===== src/rtl/pipe_ctrl_pkg.sv =====
// Shared encodings for the MIPS pipeline control unit: opcodes, functs, ALU codes,
// selector enums, the ID/EX control word and its bubble value.
package pipe_ctrl_pkg;

    localparam int CTRL_AC_W = 5;

    localparam logic [5:0] OP_RTYPE  = 6'h00;
    localparam logic [5:0] OP_REGIMM = 6'h01;
    localparam logic [5:0] OP_J      = 6'h02;
    localparam logic [5:0] OP_JAL    = 6'h03;
    localparam logic [5:0] OP_BEQ    = 6'h04;
    localparam logic [5:0] OP_BNE    = 6'h05;
    localparam logic [5:0] OP_BLEZ   = 6'h06;
    localparam logic [5:0] OP_BGTZ   = 6'h07;
    localparam logic [5:0] OP_ADDI   = 6'h08;
    localparam logic [5:0] OP_SLTI   = 6'h0a;
    localparam logic [5:0] OP_ANDI   = 6'h0c;
    localparam logic [5:0] OP_ORI    = 6'h0d;
    localparam logic [5:0] OP_XORI   = 6'h0e;
    localparam logic [5:0] OP_MUL    = 6'h1c;
    localparam logic [5:0] OP_LB     = 6'h20;
    localparam logic [5:0] OP_LH     = 6'h21;
    localparam logic [5:0] OP_LW     = 6'h23;
    localparam logic [5:0] OP_SB     = 6'h28;
    localparam logic [5:0] OP_SH     = 6'h29;
    localparam logic [5:0] OP_SW     = 6'h2b;

    localparam logic [5:0] FN_SLL = 6'h00;
    localparam logic [5:0] FN_SRL = 6'h02;
    localparam logic [5:0] FN_JR  = 6'h08;
    localparam logic [5:0] FN_ADD = 6'h20;
    localparam logic [5:0] FN_SUB = 6'h22;
    localparam logic [5:0] FN_AND = 6'h24;
    localparam logic [5:0] FN_OR  = 6'h25;
    localparam logic [5:0] FN_XOR = 6'h26;
    localparam logic [5:0] FN_NOR = 6'h27;
    localparam logic [5:0] FN_SLT = 6'h2a;

    localparam logic [CTRL_AC_W-1:0] AC_AND = 5'd0;
    localparam logic [CTRL_AC_W-1:0] AC_ADD = 5'd1;
    localparam logic [CTRL_AC_W-1:0] AC_SUB = 5'd2;
    localparam logic [CTRL_AC_W-1:0] AC_MUL = 5'd3;
    localparam logic [CTRL_AC_W-1:0] AC_OR  = 5'd4;
    localparam logic [CTRL_AC_W-1:0] AC_NOR = 5'd5;
    localparam logic [CTRL_AC_W-1:0] AC_XOR = 5'd6;
    localparam logic [CTRL_AC_W-1:0] AC_SLL = 5'd7;
    localparam logic [CTRL_AC_W-1:0] AC_SRL = 5'd8;
    localparam logic [CTRL_AC_W-1:0] AC_SLT = 5'd9;
    localparam logic [CTRL_AC_W-1:0] AC_J   = 5'd16;

    typedef enum logic [1:0] {SRC_REG = 2'd0, SRC_IMM = 2'd1, SRC_SHAMT = 2'd2} alu_src_e;
    typedef enum logic [1:0] {JR_REG = 2'd0, JR_JUMP = 2'd1, JR_SEQ = 2'd2} jr_sel_e;
    typedef enum logic [1:0] {SZ_WORD = 2'd0, SZ_HALF = 2'd1, SZ_BYTE = 2'd2} mem_sz_e;
    typedef enum logic {ST_RUN = 1'b0, ST_MUL_BUSY = 1'b1} state_e;

    typedef struct packed {
        logic                 reg_dst;
        logic                 branch;
        logic                 mem_read;
        logic                 mem_to_reg;
        logic                 mem_write;
        logic                 reg_write;
        logic                 shift;
        logic                 jal;
        alu_src_e             alu_src;
        logic [CTRL_AC_W-1:0] ac;
        jr_sel_e              jr_sel;
        mem_sz_e              ld_sz;
        mem_sz_e              st_sz;
    } ctrl_t;

    localparam ctrl_t BUBBLE = '{reg_dst: 1'b0, branch: 1'b0, mem_read: 1'b0,
                                 mem_to_reg: 1'b0, mem_write: 1'b0, reg_write: 1'b0,
                                 shift: 1'b0, jal: 1'b0, alu_src: SRC_REG, ac: 5'd0,
                                 jr_sel: JR_SEQ, ld_sz: SZ_WORD, st_sz: SZ_WORD};

endpackage


===== src/rtl/pipe_ctrl_unit_decode.sv =====
// Combinational main decoder: opcode/funct to ID/EX control word, plus whether the
// instruction sources Rt (needed for load-use detection).
module ctrl_decode
    import pipe_ctrl_pkg::*;
(
    input  logic [5:0] opcode,
    input  logic [5:0] funct,
    input  logic [4:0] rt,
    output ctrl_t      ctrl,
    output logic       reads_rt
);

    // Decode table; anything unrecognised stays a bubble
    always_comb begin
        ctrl     = BUBBLE;
        reads_rt = 1'b0;
        case (opcode)
            OP_RTYPE: begin
                reads_rt       = 1'b1;
                ctrl.reg_dst   = 1'b1;
                ctrl.reg_write = 1'b1;
                ctrl.mem_to_reg = 1'b1;
                case (funct)
                    FN_ADD: ctrl.ac = AC_ADD;
                    FN_SUB: ctrl.ac = AC_SUB;
                    FN_AND: ctrl.ac = AC_AND;
                    FN_OR:  ctrl.ac = AC_OR;
                    FN_NOR: ctrl.ac = AC_NOR;
                    FN_XOR: ctrl.ac = AC_XOR;
                    FN_SLT: ctrl.ac = AC_SLT;
                    FN_SRL: begin
                        ctrl.shift   = 1'b1;
                        ctrl.alu_src = SRC_SHAMT;
                        ctrl.ac      = AC_SRL;
                    end
                    // sll $0,$0,0 is the canonical NOP
                    FN_SLL: begin
                        if (rt == 5'd0) begin
                            ctrl     = BUBBLE;
                            reads_rt = 1'b0;
                        end else begin
                            ctrl.shift   = 1'b1;
                            ctrl.alu_src = SRC_SHAMT;
                            ctrl.ac      = AC_SLL;
                        end
                    end
                    FN_JR: begin
                        ctrl        = BUBBLE;
                        ctrl.jr_sel = JR_REG;
                        ctrl.ac     = AC_J;
                        reads_rt    = 1'b0;
                    end
                    default: begin
                        ctrl     = BUBBLE;
                        reads_rt = 1'b0;
                    end
                endcase
            end
            OP_ADDI, OP_SLTI, OP_ANDI, OP_ORI, OP_XORI: begin
                ctrl.alu_src    = SRC_IMM;
                ctrl.reg_write  = 1'b1;
                ctrl.mem_to_reg = 1'b1;
                case (opcode)
                    OP_SLTI: ctrl.ac = AC_SLT;
                    OP_ANDI: ctrl.ac = AC_AND;
                    OP_ORI:  ctrl.ac = AC_OR;
                    OP_XORI: ctrl.ac = AC_XOR;
                    default: ctrl.ac = AC_ADD;
                endcase
            end
            OP_LB, OP_LH, OP_LW: begin
                ctrl.alu_src   = SRC_IMM;
                ctrl.ac        = AC_ADD;
                ctrl.mem_read  = 1'b1;
                ctrl.reg_write = 1'b1;
                ctrl.ld_sz     = (opcode == OP_LB) ? SZ_BYTE :
                                 (opcode == OP_LH) ? SZ_HALF : SZ_WORD;
            end
            OP_SB, OP_SH, OP_SW: begin
                reads_rt       = 1'b1;
                ctrl.alu_src   = SRC_IMM;
                ctrl.ac        = AC_ADD;
                ctrl.mem_write = 1'b1;
                ctrl.st_sz     = (opcode == OP_SB) ? SZ_BYTE :
                                 (opcode == OP_SH) ? SZ_HALF : SZ_WORD;
            end
            OP_J, OP_JAL: begin
                ctrl.jr_sel    = JR_JUMP;
                ctrl.ac        = AC_J;
                ctrl.jal       = (opcode == OP_JAL);
                ctrl.reg_write = (opcode == OP_JAL);
            end
            OP_BEQ, OP_BNE: begin
                reads_rt    = 1'b1;
                ctrl.branch = 1'b1;
                ctrl.ac     = AC_SUB;
            end
            OP_BLEZ, OP_BGTZ: begin
                ctrl.branch = 1'b1;
                ctrl.ac     = AC_SUB;
            end
            // REGIMM with rt==0 is bltz; other REGIMM forms are unsupported
            OP_REGIMM: begin
                if (rt == 5'd0) begin
                    ctrl.branch = 1'b1;
                    ctrl.ac     = AC_SUB;
                end else begin
                    ctrl = BUBBLE;
                end
            end
            OP_MUL: begin
                reads_rt        = 1'b1;
                ctrl.reg_dst    = 1'b1;
                ctrl.reg_write  = 1'b1;
                ctrl.mem_to_reg = 1'b1;
                ctrl.ac         = AC_MUL;
            end
            default: begin
                ctrl     = BUBBLE;
                reads_rt = 1'b0;
            end
        endcase
    end

endmodule


===== src/rtl/pipe_ctrl_unit.sv =====
// Registered decode plus stall/flush sequencer for the 5-stage MIPS pipeline.
// Define CTRL_PERF_EN to add saturating stall/flush performance counters.
module pipe_ctrl_unit
    import pipe_ctrl_pkg::*;
#(
    parameter int AC_W    = 5,
    parameter int MUL_LAT = 3,
    parameter int CNT_W   = 16
) (
    input  logic            Clk,
    input  logic            Rst_n,
    input  logic [5:0]      Opcode,
    input  logic [5:0]      Funct,
    input  logic [4:0]      Rs,
    input  logic [4:0]      Rt,
    input  logic            IdExMemRead,
    input  logic [4:0]      IdExRt,
    input  logic            MemRedirect,
    output logic            RegDst,
    output logic            Branch,
    output logic            MemRead,
    output logic            MemToReg,
    output logic            MemWrite,
    output logic            RegWrite,
    output logic            Shift,
    output logic            Jal,
    output logic [1:0]      AluSrc,
    output logic [AC_W-1:0] Ac,
    output logic [1:0]      JrSel,
    output logic [1:0]      LdSz,
    output logic [1:0]      StSz,
    output logic            PcWrite,
    output logic            IfIdWrite,
    output logic            IdExHold,
    output logic            FlushIfId,
    output logic            FlushExMem,
    output logic [CNT_W-1:0] StallCnt,
    output logic [CNT_W-1:0] FlushCnt
);

    localparam int MCNT_W = (MUL_LAT > 2) ? $clog2(MUL_LAT - 1) : 1;

    state_e            state_r, state_s;
    logic [MCNT_W-1:0] mcnt_r, mcnt_s;
    ctrl_t             ctrl_r, ctrl_s;
    ctrl_t             dec_ctrl_s;
    logic              dec_reads_rt_s;
    logic              load_use_s;

    ctrl_decode u_decode (
        .opcode   (Opcode),
        .funct    (Funct),
        .rt       (Rt),
        .ctrl     (dec_ctrl_s),
        .reads_rt (dec_reads_rt_s)
    );

    assign load_use_s = (state_r == ST_RUN) && IdExMemRead && (IdExRt != 5'd0) &&
                        ((IdExRt == Rs) || ((IdExRt == Rt) && dec_reads_rt_s));

    // Priority: reset, MEM redirect, MUL hold, load-use stall, normal decode
    always_comb begin
        state_s    = state_r;
        mcnt_s     = mcnt_r;
        ctrl_s     = ctrl_r;
        PcWrite    = 1'b1;
        IfIdWrite  = 1'b1;
        IdExHold   = 1'b0;
        FlushIfId  = 1'b0;
        FlushExMem = 1'b0;
        if (!Rst_n) begin
            PcWrite    = 1'b0;
            IfIdWrite  = 1'b0;
            FlushIfId  = 1'b1;
            FlushExMem = 1'b1;
            ctrl_s     = BUBBLE;
            state_s    = ST_RUN;
            mcnt_s     = {MCNT_W{1'b0}};
        end else if (MemRedirect) begin
            // the held mul is younger than the redirecting branch, so it dies too
            FlushIfId  = 1'b1;
            FlushExMem = 1'b1;
            ctrl_s     = BUBBLE;
            state_s    = ST_RUN;
            mcnt_s     = {MCNT_W{1'b0}};
        end else begin
            case (state_r)
                ST_MUL_BUSY: begin
                    PcWrite    = 1'b0;
                    IfIdWrite  = 1'b0;
                    IdExHold   = 1'b1;
                    FlushExMem = 1'b1;
                    if (mcnt_r == {MCNT_W{1'b0}}) begin
                        state_s = ST_RUN;
                    end else begin
                        mcnt_s = mcnt_r - 1'b1;
                    end
                end
                ST_RUN: begin
                    if (load_use_s) begin
                        PcWrite   = 1'b0;
                        IfIdWrite = 1'b0;
                        ctrl_s    = BUBBLE;
                    end else begin
                        ctrl_s = dec_ctrl_s;
                        if ((dec_ctrl_s.ac == AC_MUL) && (MUL_LAT > 1)) begin
                            state_s = ST_MUL_BUSY;
                            mcnt_s  = MCNT_W'(MUL_LAT - 2);
                        end else begin
                            state_s = ST_RUN;
                        end
                    end
                end
                default: begin
                    state_s = ST_RUN;
                    ctrl_s  = BUBBLE;
                end
            endcase
        end
    end

    // State, MUL countdown and ID/EX control register
    always_ff @(posedge Clk) begin
        if (!Rst_n) begin
            state_r <= ST_RUN;
            mcnt_r  <= {MCNT_W{1'b0}};
            ctrl_r  <= BUBBLE;
        end else begin
            state_r <= state_s;
            mcnt_r  <= mcnt_s;
            ctrl_r  <= ctrl_s;
        end
    end

    assign RegDst   = ctrl_r.reg_dst;
    assign Branch   = ctrl_r.branch;
    assign MemRead  = ctrl_r.mem_read;
    assign MemToReg = ctrl_r.mem_to_reg;
    assign MemWrite = ctrl_r.mem_write;
    assign RegWrite = ctrl_r.reg_write;
    assign Shift    = ctrl_r.shift;
    assign Jal      = ctrl_r.jal;
    assign AluSrc   = ctrl_r.alu_src;
    assign Ac       = AC_W'(ctrl_r.ac);
    assign JrSel    = ctrl_r.jr_sel;
    assign LdSz     = ctrl_r.ld_sz;
    assign StSz     = ctrl_r.st_sz;

`ifdef CTRL_PERF_EN
    logic [CNT_W-1:0] stall_cnt_r;
    logic [CNT_W-1:0] flush_cnt_r;

    // Saturating stall and redirect counters
    always_ff @(posedge Clk) begin
        if (!Rst_n) begin
            stall_cnt_r <= {CNT_W{1'b0}};
            flush_cnt_r <= {CNT_W{1'b0}};
        end else begin
            if (!PcWrite && (stall_cnt_r != {CNT_W{1'b1}})) begin
                stall_cnt_r <= stall_cnt_r + 1'b1;
            end
            if (MemRedirect && (flush_cnt_r != {CNT_W{1'b1}})) begin
                flush_cnt_r <= flush_cnt_r + 1'b1;
            end
        end
    end

    assign StallCnt = stall_cnt_r;
    assign FlushCnt = flush_cnt_r;
`else
    assign StallCnt = {CNT_W{1'b0}};
    assign FlushCnt = {CNT_W{1'b0}};
`endif

endmodule

===== config.mk =====
export PLATFORM = sky130hd
export DESIGN_NAME = pipe_ctrl_unit
export DESIGN_NICKNAME = d
export VERILOG_FILES = /design/src/rtl/pipe_ctrl_pkg.sv /design/src/rtl/pipe_ctrl_unit_decode.sv /design/src/rtl/pipe_ctrl_unit.sv
export SDC_FILE = /design/constraint.sdc
export NUM_CORES = 1
export LEC_CHECK = 0
export CAP_MARGIN = 20
export CORE_MARGIN = 10
export CORE_UTILIZATION = 38
export DETAILED_ROUTE_END_ITERATION = 12
export DONT_BUFFER_PORTS = 1
export HOLD_SLACK_MARGIN = 0.12
export SYNTH_ARGS = -nofsm -noshare
export SYNTH_HDL_FRONTEND = slang
export SYNTH_SLANG_ARGS = --single-unit
export TNS_END_PERCENT = 30

===== constraint.sdc =====
create_clock -name Clk -period 3.72 [get_ports Clk]
set_input_delay 1.116 -clock Clk [delete_from_list [all_inputs] [get_ports Clk]]
set_output_delay 1.116 -clock Clk [all_outputs]
set_load 0.01 [all_outputs]

-- Yosys cells after proc, flatten, opt, wreduce, memory -nomap -nowiden
Index checks and enable logic that the tools add are counted.
- flip-flop bits (word level): 23
- output and inout port bits: 58
- add/subtract/negate cells: 1
- equal/unequal tests: 33
- mux-type cells: 50
- bitwise logic cells: 2
- reduce and logical (&&, ||, !) cells: 22
- operator list (kind ; number):
    $eq 6x6->1 const B ; 13
    $pmux 5 s9 ; 1
    $eq 6x4->1 const B ; 6
    $pmux 5 s7 ; 1
    $eq 6x3->1 const B ; 4
    $mux 1 ; 22
    $mux 21 ; 1
    $pmux 1 s2 ; 10
    $pmux 2 s2 ; 5
    $eq 6x2->1 const B ; 3
    $reduce_or 6->1 ; 3
    $pmux 4 s4 ; 1
    $logic_not 6->1 ; 2
    $mux 6 ; 2
    $pmux 6 s2 ; 1
    $reduce_or 11->1 ; 1
    $eq 5x5->1 ; 2
    $reduce_or 9->1 ; 1
    $reduce_or 8->1 ; 1
    $mux 7 ; 1
    $eq 6x1->1 const B ; 1
    $eq 6x5->1 const B ; 1
    $mux 2 ; 3
    $pmux 1 s3 ; 2
    other kinds (14) ; 20

-- Longest topological paths before layout
Gate-level depths: netlist of run 1.
- depth in word-level cells: 11
- gate-level depth with buffers: 8
- mapped depth without buffers: 6

-- Modules after synthesis
Synthesis of run 1 repeated with hierarchy kept, for this count alone.
- cell total of the unflattened synthesis: 296
- area, all modules: 2349.8 µm²
- by module, submodules not included (module ; times used ; cells an instance ; area an instance (µm²) ; seq. area each (µm²)):
    pipe_ctrl_unit ; 1 ; 191 ; 1659.1 ; 460.4
    ctrl_decode ; 1 ; 105 ; 690.7 ; 0.0

-- Least setup slack after synthesis of run 1
Ideal clock, no wire load.
- path kind: in2out
- from: in Opcode[5]
- to: out PcWrite
- data arrival time: 2778 ps
- required time: 2604 ps
- path slack: -174 ps
- stages: 8
- buffers on the path: 2
- cell sequence: buf_6 -> or3_4 -> a211oi_2 -> o22ai_2 -> a221oi_4 -> nor2_1 -> o21a_1 -> buf_4
- word-level cells in the longest chain between the ends: 10
- elaborated cells on any way between the ends: 16
- classes of those cells: eq/ne: 6; mux: 5; reduce/logical: 5
- RTL lines (item ; RTL line ; source):
    start: declaration ; pipe_ctrl_unit.sv:12 ; input logic [5:0] Opcode,
    $eq 6x6->1 (tied with other cells) ; pipe_ctrl_unit_decode.sv:17 ; case (opcode)
    $reduce_or 6->1 (no line) ; -- ;
    $pmux 1 s2 (*) ; pipe_ctrl_unit_decode.sv:17 ;
    $logic_and 1x1->1 (*) ; pipe_ctrl_unit.sv:59 ; ((IdExRt == Rs) || ((IdExRt == Rt) && dec_reads_rt_s));
    $logic_or 1x1->1 (*) ; pipe_ctrl_unit.sv:59 ;
    $logic_and 1x1->1 (*) ; pipe_ctrl_unit.sv:58 ; assign load_use_s = (state_r == ST_RUN) && IdExMemRead && (IdExRt != 5'd0) &&
    $mux 1 (*) ; -- ;
    $pmux 1 s2 (*) ; -- ;
    $mux 1 (*) (2 in series) ; -- ;
    end: declaration ; pipe_ctrl_unit.sv:32 ; output logic PcWrite,
Every way passes the cells marked *; elsewhere a longest branch is shown, timed or not.

-- Worst setup path in the final report of run 1
- from: in Opcode[1]
- to: out IfIdWrite
- word-level cells in the longest chain between the ends: 10
- elaborated cells on any way between the ends: 16
- classes of those cells: eq/ne: 6; mux: 5; reduce/logical: 5
- RTL lines (item ; RTL line ; source):
    $eq 6x6->1 (tied with other cells) ; pipe_ctrl_unit_decode.sv:17 ;
    $reduce_or 6->1 (no line) ; -- ;
    $pmux 1 s2 (*) ; pipe_ctrl_unit_decode.sv:17 ;
    $logic_and 1x1->1 (*) ; pipe_ctrl_unit.sv:59 ;
    $logic_or 1x1->1 (*) ; pipe_ctrl_unit.sv:59 ;
    $logic_and 1x1->1 (*) ; pipe_ctrl_unit.sv:58 ;
    $mux 1 (*) ; pipe_ctrl_unit.sv:100 ; if (load_use_s) begin
    $pmux 1 s2 (*) ; pipe_ctrl_unit.sv:87 ; case (state_r)
    $mux 1 (*) ; pipe_ctrl_unit.sv:79 ; end else if (MemRedirect) begin
    $mux 1 (*) ; pipe_ctrl_unit.sv:71 ; if (!Rst_n) begin
    end: declaration ; pipe_ctrl_unit.sv:33 ; output logic IfIdWrite,
Marks and branches as above.

==> impl_metrics.json, run 1 <==
{
  "holdCritStartpoint": "mcnt_r",
  "synthToLayoutAreaGrowth_pct": -1.20,
  "cts-root-buf": "clkbuf_8",
  "hold_viol_final": 0,
  "cts_buffers": 3,
  "die_w_um": 86.3,
  "first_global_vias": 1320,
  "hpwl_um": 3780,
  "end_kind": "primary output",
  "hold_path.class": "reg2reg",
  "htreeDepth": 1,
  "grt_overflow": 0,
  "routed_wl_um": 4580,
  "drt_iter0_markers": 115,
  "status": "completed",
  "rsz0062_at_grt": "yes",
  "crit_start": "Opcode[1]",
  "synthCells": 204,
  "core_um2": 4290,
  "crit_chain": "or4_4 -> a211oi_2 -> o22ai_2 -> a221oi_4 -> nor2_1 -> o21a_2",
  "critPathTopFamily": "compound AO/OA/AOI/OAI gates",
  "initial_utilization": 0.389,
  "grt_usage": 0.115,
  "holdWs_ns": 0.497,
  "vdd_ir_drop_max_mv": 0.131,
  "cts_max_path_buffers": 2,
  "arrival_ns": 2.55,
  "rows": 24,
  "antenna_found_initial": 0,
  "yosysMostFrequentCell": "buf_4",
  "via_per_inst": 5.41,
  "dr.pass1.iters": 4,
  "grt_pass1_wl_um": 6930,
  "clk_latency_ns": 0.27,
  "p_per_area_nw_per_um2": 327,
  "finalSetupViolCount": 0,
  "ys.flop_type": "dfxtp_1",
  "postSynthAreaPerCell_um2": 8.18,
  "synth_edf_count": 0,
  "cap_violations": 0,
  "slowest_stage": "or4_4",
  "path_clk_slew_ns": 0.08,
  "setup_slack_ns": 0.0496,
  "nets": 229,
  "fmax_ghz": 0.272,
  "cts_sinks": 22,
  "async_reset_ff_frac": 0,
  "synthTopCellsByArea": "dfxtp_1, buf_4, a22o_1, a32o_1, nor2_1",
  "yosys.area.top_type": "dfxtp_1",
  "place_ws_ns": -0.00955,
  "drive_gt1_frac": 0.0863,
  "rrSetupSlack_ns": 2.21,
  "critPathKind": "in2out",
  "yosys_warnings": 0,
  "finalClockSkew_ns": 0.00674,
  "detail_route.wl_per_cell_um": 18.4,
  "ant_nets": 0,
  "p_leak_nw": 0.655,
  "min_period_ns": 3.67,
  "crit_path_start_kind": "input port",
  "cts-hold-fix-buffers": 0,
  "postCtsSetupBuffers": 0,
  "fp.dieH_um": 86.3,
  "cts_tree": "done",
  "ys_ff_latch": 22,
  "path_buf_inv": 0,
  "crit_fanout": 12,
  "syn_area_um2": 1670,
  "synth_top_area_share": 0.264,
  "cp.required_ns": 2.60,
  "vias": 1347,
  "io_pins": 89,
  "synth_common_cells": "buf_4, dfxtp_1, nor2_1",
  "final_max_slew_viol_count": 0,
  "fin_crit_sh": 0.987,
  "io_buffers": 0,
  "synth_cell_type_count": 49,
  "yosysSeqAreaShare": 0.264,
  "reg2reg_from": "state_r",
  "drc": 0,
  "diodes": 0,
  "grt_max_degree": 22,
  "die_area_um2": 7440,
  "max_stage_delay_ns": 0.52,
  "routabilityCongestion": 0.807
}
-- routing by layer --
metal / vias up / global-route usage / wire [um]
li1: 661 / - / -
met3: 6 / 0.0535 / 528
met2: 58 / 0.193 / 2190
met4: 0 / 0.0457 / 88
met5: - / 0 / 0
met1: 622 / 0.123 / 1780
-- flip-flops by register name (all words and copies together), names as in the netlist --
register and cells:
Ac 5, JrSel 2, LdSz 2, StSz 2, AluSrc 1, Branch 1, Jal 1, MemRead 1
MemToReg 1, MemWrite 1, RegDst 1, RegWrite 1, Shift 1, mcnt_r 1, state_r 1
-- cell usage in the layout (no fill, tap or decap), drive strengths merged, types with 4 or more instances in the layout --
cell   netlist  routed
a21oi        4       4
a22o        11      11
a32o         8       8
buf         37       5
conb         1      32
dfxtp       22      22
inv          5       5
nand2       11      11
nor2        17      17
nor2b        5       5
nor3        10      10
o21ai        6       6
o31ai        4       4
xnor2        6       6
xor2         6       6
-- repair_timing --
item | in CTS | in global routing
pin swaps | 1 | 0
gates cloned | 0 | 0
resized for setup | 1 | 2
setup endpoints to repair | 2 | 2
-- final timing paths --
kind | to | depth (start not counted)
max reg2reg | Jal | 6
min reg2reg | mcnt_r | 1
max | IfIdWrite | 6
min | mcnt_r | 1
-- worst reg2reg max path, cell delays in order (launching register included) --
cell	delay [ns]
dfxtp_1	0.34
nor2b_1	0.15
o21ai_1	0.13
a221oi_4	0.22
buf_4	0.19
nor2_4	0.10
a32o_1	0.28
-- metrics by stage --
stage | cells | utilization | instance area [um^2] | power [mW] | setup TNS, ns
detailed placement | 245 | 0.365 | 1570 | 0.317 | -0.0191
global placement | 245 | 0.365 | 1570 | 0.317 | -0.0225
finish | 249 | 0.384 | 1650 | 0.539 | 0
global route | 249 | 0.384 | 1650 | 0.563 | -0.0386
CTS | 249 | 0.382 | 1640 | 0.539 | 0
floorplan | 235 | - | 1790 | 0.345 | -0.193
-- layout make-up --
type | count | area, um^2
inverters | 5 | 18.8
flip-flops and latches | 22 | 440
multi-input cells | 161 | 1020
repair buffers | 5 | 37.5
fillers | 467 | 2650
well taps | 52 | 65.1
clock inverters | 1 | 30.0
clock buffers | 3 | 41.3
-- cells by family (layout without fill, tap and decap cells) --
logic type / after synthesis / in the layout / share of synthesized area
simple gates: 68 / 68 / 0.223
buf+inv: 52 / 14 / 0.203
compound gates: 48 / 48 / 0.239
flops: 22 / 22 / 0.264
xor+xnor: 12 / 12 / 0.0630
other cells: 1 / 32 / 0.00225
mux: 1 / 1 / 0.00600
-- power breakdown --
part / total [mW] / internal, mW / leakage, nW / switching [mW]
Clock: 0.224 / 0.144 / 0.0357 / 0.0806
Sequential: 0.240 / 0.237 / 0.178 / 0.00242
Combinational: 0.0750 / 0.0275 / 0.442 / 0.0475
Power figures use the tool's default switching activity.
==> inputs of run 2 (changes only) <==
Settings changed: CAP_MARGIN 20 to 30, REMOVE_ABC_BUFFERS set to 1.
==> impl_metrics.json, run 2 (synthesized netlist as in run 1, its figures left out) <==
{
  "p_leak_nw": 0.641,
  "fin_crit_sh": 0.993,
  "via_per_inst": 5.27,
  "routed_wl_um": 4540,
  "dr.pass1.iters": 4,
  "cts_max_path_buffers": 2,
  "regArea_um2": 440,
  "clkPwrFrac": 0.355,
  "antenna_found_initial": 0,
  "grt_usage": 0.110,
  "end_kind": "primary output",
  "ant_nets": 0,
  "final_cell_mix": "conb_1, dfxtp_1, nor2_1",
  "clk_latency_ns": 0.26,
  "path_clk_slew_ns": 0.08,
  "io_buffers": 0,
  "core_um2": 4290,
  "hold_path.class": "reg2reg",
  "grt_pass1_wl_um": 6720,
  "drive_gt1_frac": 0.0765,
  "synthToLayoutAreaGrowth_pct": -2.92,
  "final_cells": 248,
  "p_per_area_nw_per_um2": 299,
  "power.switching_uw": 126,
  "status": "completed",
  "grt_overflow": 0,
  "min_period_ns": 3.69,
  "cts_buffers": 3,
  "critPathKind": "in2out",
  "finalSetupTns_ns": 0,
  "cts-root-buf": "clkbuf_8",
  "combPwrFrac": 0.151,
  "drc": 0,
  "rows": 24,
  "rsz0062_at_grt": "yes",
  "finalSetupViolCount": 0,
  "arrival_ns": 2.58,
  "fmax_ghz": 0.271,
  "drt_iter0_markers": 110,
  "cts_sinks": 22,
  "hpwl_um": 3640,
  "crit_fanout": 12,
  "diodes": 0,
  "htreeDepth": 1,
  "final_max_slew_viol_count": 0,
  "hold_viol_final": 0,
  "postCtsSetupBuffers": 0,
  "switching_share": 0.261,
  "power_uw": 485,
  "fp.dieH_um": 86.3,
  "die_w_um": 86.3,
  "layout_commonest_cell": "conb_1",
  "first_global_vias": 1292,
  "routabilityCongestion": 0.792,
  "nets": 228,
  "p_int_uw": 358,
  "cap_violations": 0,
  "finalClockSkew_ns": 0.00270,
  "finish.utilization": 0.377,
  "io_pins": 89,
  "die_area_um2": 7440,
  "grt_max_degree": 22,
  "seqPwrFrac": 0.494,
  "fill_cells": 454,
  "vias": 1306,
  "dp_cells": 244,
  "cp.required_ns": 2.60,
  "vdd_ir_drop_max_mv": 0.132,
  "initial_utilization": 0.389,
  "crit_path_start_kind": "input port",
  "largest_reg_flops": 5,
  "cts_tree": "done",
  "detail_route.wl_per_cell_um": 18.3,
  "multi_input_area_um2": 1010
}
run 2: cell count changes in the layout (fill, tap and decap cells not counted), sizes merged:
cell    delta
bufinv     -1
clkbuf     +1
buf        -1
run 2: final timing paths:
check            start       to  slack, ns  cells after the start
min             mcnt_r  state_r       0.49                      1
max          Opcode[1]  PcWrite       0.03                      6
max reg2reg    state_r  LdSz[0]       2.26                      6
min reg2reg     mcnt_r  state_r       0.49                      1
run 2: what timing repair did:
action / in CTS / in global routing
endpoints found under the setup margin: 2 / 2
hold buffers: 0 / 0
resized for setup: 2 / 0
run 2: power groups by stage:
stage	clock network, mW	logic [mW]	registers (mW)
after floorplan	0	0.0607	0.245
after global placement	0	0.0709	0.245
after detailed placement	0	0.0710	0.245
after global routing	0.189	0.0808	0.240
final	0.172	0.0733	0.239
after CTS	0.180	0.0717	0.240
run 2: area by class of cell:
| cell class | count | share of cell area |
|---|---|---|
| clock buffer | 4 | 0.0340 |
| inverter | 5 | 0.0116 |
| multi-input combinational | 161 | 0.624 |
| sequential | 22 | 0.272 |
| tap | 52 | 0.0402 |
| timing repair buffer | 4 | 0.0185 |
run 2: metal layers:
layer	vias up	global-route usage	wire, um
met5	-	0	0
met4	0	0.0177	27
met3	4	0.0713	585
met2	52	0.187	2250
met1	597	0.112	1680
li1	653	-	-
run 2: per-stage QoR:
step | hold WS, ns | setup slack (ns) | cell area [um^2]
floorplan | 0.450 | -0.0445 | 1470
global placement | 0.468 | -0.0109 | 1560
detailed placement | 0.466 | -0.0161 | 1560
CTS | 0.492 | 0.0223 | 1620
global route | 0.514 | -0.0457 | 1620
finish | 0.493 | 0.0269 | 1620
run 2: critical path, stage by stage:
cell      delay [ns]
or4_4           0.52
a211oi_2        0.18
o22ai_2         0.14
a221oi_4        0.30
nor2_1          0.07
o21a_2          0.25
==> inputs of run 3 (changes only) <==
Settings changed: GPL_ROUTABILITY_DRIVEN set to 0.
==> results of run 3 <==
Final layout, timing and power as in run 2 (identical DEF).
==> patch 1 (settings of run 1) <==
Set the parameter `MUL_LAT` to 2 (it was 3).
--- a/src/rtl/pipe_ctrl_unit.sv
+++ b/src/rtl/pipe_ctrl_unit.sv
@@ -4,7 +4,7 @@
     import pipe_ctrl_pkg::*;
 #(
     parameter int AC_W    = 5,
-    parameter int MUL_LAT = 3,
+    parameter int MUL_LAT = 2,
     parameter int CNT_W   = 16
 ) (
     input  logic            Clk,
Formal check against the unedited RTL: not equivalent (a bounded check fails within 4 cycles, from zero or initial values).
==> patch 1 against run 1 <==
  * Routed wire length down 9.7%
  * Clock skew decreased by 0.0057 ns
  * Final area shrank 4.9%
  * Sequential cell count fell by 1
  * Area after synthesis is 2.3% lower
  * Via count fell by 8.2%
  * Maximum frequency grew 2.3%
  * Total power decreased by 16%
  * Worst setup slack improved by 0.082 ns
  * Worst hold slack lost 0.0058 ns
  * First-iteration DRC count decreased by 56%
  * Synthesized cell count is 5.4% lower
  * Largest cell class unchanged
  * Highest routed layer unchanged
==> patch 1: results (changes against run 1) <==
initial DRC count=51 (-56%); routed length per instance=17.68 um (-3.9%); sw frac=26.40% (+2.2 points); vias in the first global route=1244 (-5.8%); Filler cells=431 (-7.7%); first-pass GRT wire length=6.458 mm (-6.8%); mean area per synthesized cell=8.447 um^2 (+3.2%); core area=4086 um^2 (-4.8%); nonclk inv count=3 (-2); Power Sequential=232 uW (-3%); GRT Total Usage=10.50% (-1.0 points); crit path capture=PcWrite; hpwl dp=3.404 mm (-10%); DR WL met2=1.942 mm (-11%); layout cell share with drive strength beyond 1=11.41% (+2.8 points); clock network area share=2.871% (-1.5 points); clk_skew=0.001031 ns (-0.005711 ns); buffer depth of the longest clock path=2 (unchanged); worst-skew pair later-pin latency=0.25 ns (-0.02 ns); GPL Wtd Cong=0.8454 (+4.7%); Critical R2R Capture=MemWrite; hold_sp=state_r; Worst Setup SP=Rt[1]; largest net degree at the start of global routing=21 (-4.5%); post-synthesis sequential area ratio=25.79% (-0.60 points); status=completed; multi-input gates=152 (-5.6%); pre-CTS WS=0.009243 ns (+0.01880 ns); Seq area share=26.79% (+0.087 points); Worst R2R Setup Slack=2.12 ns (-0.09 ns); Register Area=420.4 um^2 (-4.5%); WL met1=1.752 mm (-1.3%); most frequent cells after synthesis=35 x buf_4, 21 x dfxtp_1, 13 x nor2_1, 12 x a22o_1; wire length on met3=406 um (-23%); vias per cell=5.286 (-2.3%); top cells by area, synth=dfxtp_1 26%, buf_4 16%, a22o_1 6.4%, a32o_1 4.3%, xor2_1 3.8%; Comb pwr share=16.5% (+2.6 points); min cycle time layout=3.588 ns (-0.08228 ns); Layout non-clock buf frac=1.914% (-0.36 points); VDD IR-drop max=92.84 uV (-29%); Non-clk bufs=4 (-1); hold path endpoint=RegDst; multi-input gate share of total cell area=63.72% (+2.1 points); flip-flop and latch count=21 (-4.5%); Cell variety after synth=56 (+14%); Final nets=216 (-5.7%); placed cell count=230 (-6.1%); critical path peak fanout=2 (-10); WHS=0.4917 ns (-0.005754 ns); critical path arrival=2.47 ns (-0.08 ns); hold path depth=2 (+1)
patch 1: changes by cell type after synthesis, moves of 3 or more:
cell / run 1 / this run
nor2_1: 16 / 13
nand2_1: 11 / 5
inv_1: 5 / 2
clkbuf_1: 10 / 7
o31ai_1: 4 / 1
nor3_1: 10 / 7
patch 1: cells by family (layout without fill, tap and decap cells):
kind of cell,after synthesis,count (layout),synth area share [%]
and+or+nand+nor,61,61,23.10
buffers and inverters,51,11,20.57
AOI/OAI and AO/OA,44,44,21.95
DFF,21,21,25.79
xor gates and xnor gates,12,12,6.447
muxes,2,2,1.305
adders and majority gates,1,1,0.6140
other,1,32,0.2300
patch 1: per-layer routing:
| metal | global-route usage (%) | vias to the layer above |
|---|---|---|
| met2 | 16.89 | 53 |
| met1 | 12.19 | 565 |
| met5 | 0 | - |
| met4 | 3.743 | 0 |
| li1 | - | 617 |
| met3 | 4.352 | 2 |
==> patch 2 (flow settings as in run 1) <==
Without the edit above. Build with the macro `CTRL_PERF_EN` defined.
--- a/src/rtl/pipe_ctrl_unit.sv
+++ b/src/rtl/pipe_ctrl_unit.sv
@@ -1,5 +1,7 @@
 // Registered decode plus stall/flush sequencer for the 5-stage MIPS pipeline.
 // Define CTRL_PERF_EN to add saturating stall/flush performance counters.
+`define CTRL_PERF_EN
+
 module pipe_ctrl_unit
     import pipe_ctrl_pkg::*;
 #(
Formal check against the unedited RTL: not equivalent (a bounded check fails within 4 cycles, from zero or initial values and one cycle with Rst_n low).
==> patch 2 against run 1 <==
  * Worst setup slack improved by 0.029 ns
  * Routed wire length grew 84%
  * Total power grew 93%
  * First-iteration DRC count is 0.87% lower
  * Cell count increased by 84%
  * Largest power group unchanged
  * Area after synthesis is 76% higher
  * Sequential cell count increased by 32
  * Final area increased by 90%
  * Sequential power grew 150%
  * Global-route usage up 2.3 points
==> patch 2: results (changes against run 1) <==
top cells by area, synth=dfxtp_1 37%, xor2_1 6.2%, nor2_1 4.3%, nand2_1 3.6%, a21oi_1 3.2%; drt pass-1 iters=4 (unchanged); post-CTS setup buffers=0 (unchanged); Crit-path slowest cell=or4_4; ANT cells=0 (unchanged); pre-CTS WS=0.07247 ns (+0.08202 ns); Synth Area in Compound Gates=20.82% (-3.1 points); Syn. warnings=0 (unchanged); vias per cell=5.755 (+6.4%); clock slew at reported path FFs=0.10 ns (+0.02 ns); VDD IR-drop max=129.3 uV (-1.7%); Critical R2R Launch=StallCnt[0]; Port Buf Inserts=0 (unchanged); total placed instance area=3037 um^2 (+94%); initial DRC count=114 (-0.87%); post-synthesis mux area share=1.359% (+0.76 points); GPL Wtd Cong=0.9039 (+12%); post-synthesis sequential area ratio=36.70% (+10 points); xor/xnor cell area share of the yosys netlist=8.029% (+1.7 points); critical path peak fanout=7 (-5); Cell variety after synth=58 (+18%); hold_sp=mcnt_r; vias in the first global route=2460 (+86%); most frequent cells after synthesis=54 x dfxtp_1, 34 x nor2_1, 28 x nand2_1, 21 x xor2_1; slowest cell delay on critical path=0.54 ns (+0.02 ns); Flop pwr share=57.4% (+13 points); TritonCTS buffer count=5 (+2); GRT Total Usage=13.86% (+2.3 points); routed length per instance=18.50 um (+0.48%); Root Buffer=clkbuf_8; hpwl dp=6.588 mm (+74%); worst slew pin tran=0.7687 ns; Final nets=387 (+69%); Leakage=1.066 nW (+63%); CTS H-tree depth=2 (+1); CTS resizes=0 (-1); first-pass GRT wire length=13.08 mm (+89%); buffer depth of the longest clock path=2 (unchanged); status=completed; worst-skew pair later-pin latency=0.31 ns (+0.04 ns); Post-Synth Adder-Cell Area=0.8496% (+0.85 points); Worst Setup SP=Funct[3]; clk_skew=0.008496 ns (+0.001754 ns); Clock group=353 uW (+58%); Min-Delay Path Class=flip-flop to flip-flop; Int Power=777.0 uW (+90%); Async SR Flop Fraction=0% (unchanged); initial antenna violation count=0 (unchanged); total power=1.038 mW (+93%); critical path arrival=2.53 ns (-0.02 ns); layout cell share with drive strength beyond 1=6.479% (-2.2 points); largest net degree at the start of global routing=25 (+14%)
==> patch 2: cell count changes in the layout (fill, tap and decap cells not counted), sizes merged, moves of 12 or more <==
cell	before	now
conb	32	0
dfxtp	22	54
nand2	11	28
nor2	17	34
nand3	3	19
a21oi	4	19
xor2	6	21
o21ai	6	18
==> patch 2: layer usage <==
layer  vias up  share of wire, %  routed length [um]  GRT usage (%)
met4         0               1.5                 124          4.294
met1      1246                39                3316          15.32
met5         -                 0                   0              0
met3        10                13                1060          7.258
li1       1292                 -                   -              -
met2        82                47                3952          22.59
==> patch 2: final timing paths <==
kind / end / slack (ns) / cells after the start
max: PcWrite / 0.08 / 6
min: state_r / 0.47 / 2
max reg2reg: StallCnt[8] / 1.49 / 8
min reg2reg: state_r / 0.47 / 2
==> patch 2: worst max-delay path: cells and delay by family <==
| kind | cells | cell delay (ns) |
|---|---|---|
| buffers and inverters | 1 | 0.10 |
| AOI/OAI and AO/OA | 4 | 0.78 |
| and+or+nand+nor | 1 | 0.54 |
==> patch 2: through the flow <==
stage                     TNS [ns]  hold slack (ns)  util (%)  std cells
after floorplan           -0.01436           0.4250         -        359
after global placement           0           0.4487     39.71        449
after detailed placement         0           0.4420     39.71        449
after CTS                        0           0.4761     40.95        457
after global routing             0           0.4992     40.95        457
final                            0           0.4712     40.95        457
==> patch 2: area by class of cell <==
| type | instances | area [um^2] |
|---|---|---|
| Fill cell | 814 | 4516 |
| Multi-Input combinational cell | 275 | 1738 |
| Clock inverter | 1 | 8.758 |
| Clock buffer | 7 | 86.33 |
| Timing Repair Buffer | 6 | 45.04 |
| Tap cell | 102 | 127.6 |
| Sequential cell | 54 | 1081 |
| Inverter | 12 | 45.04 |
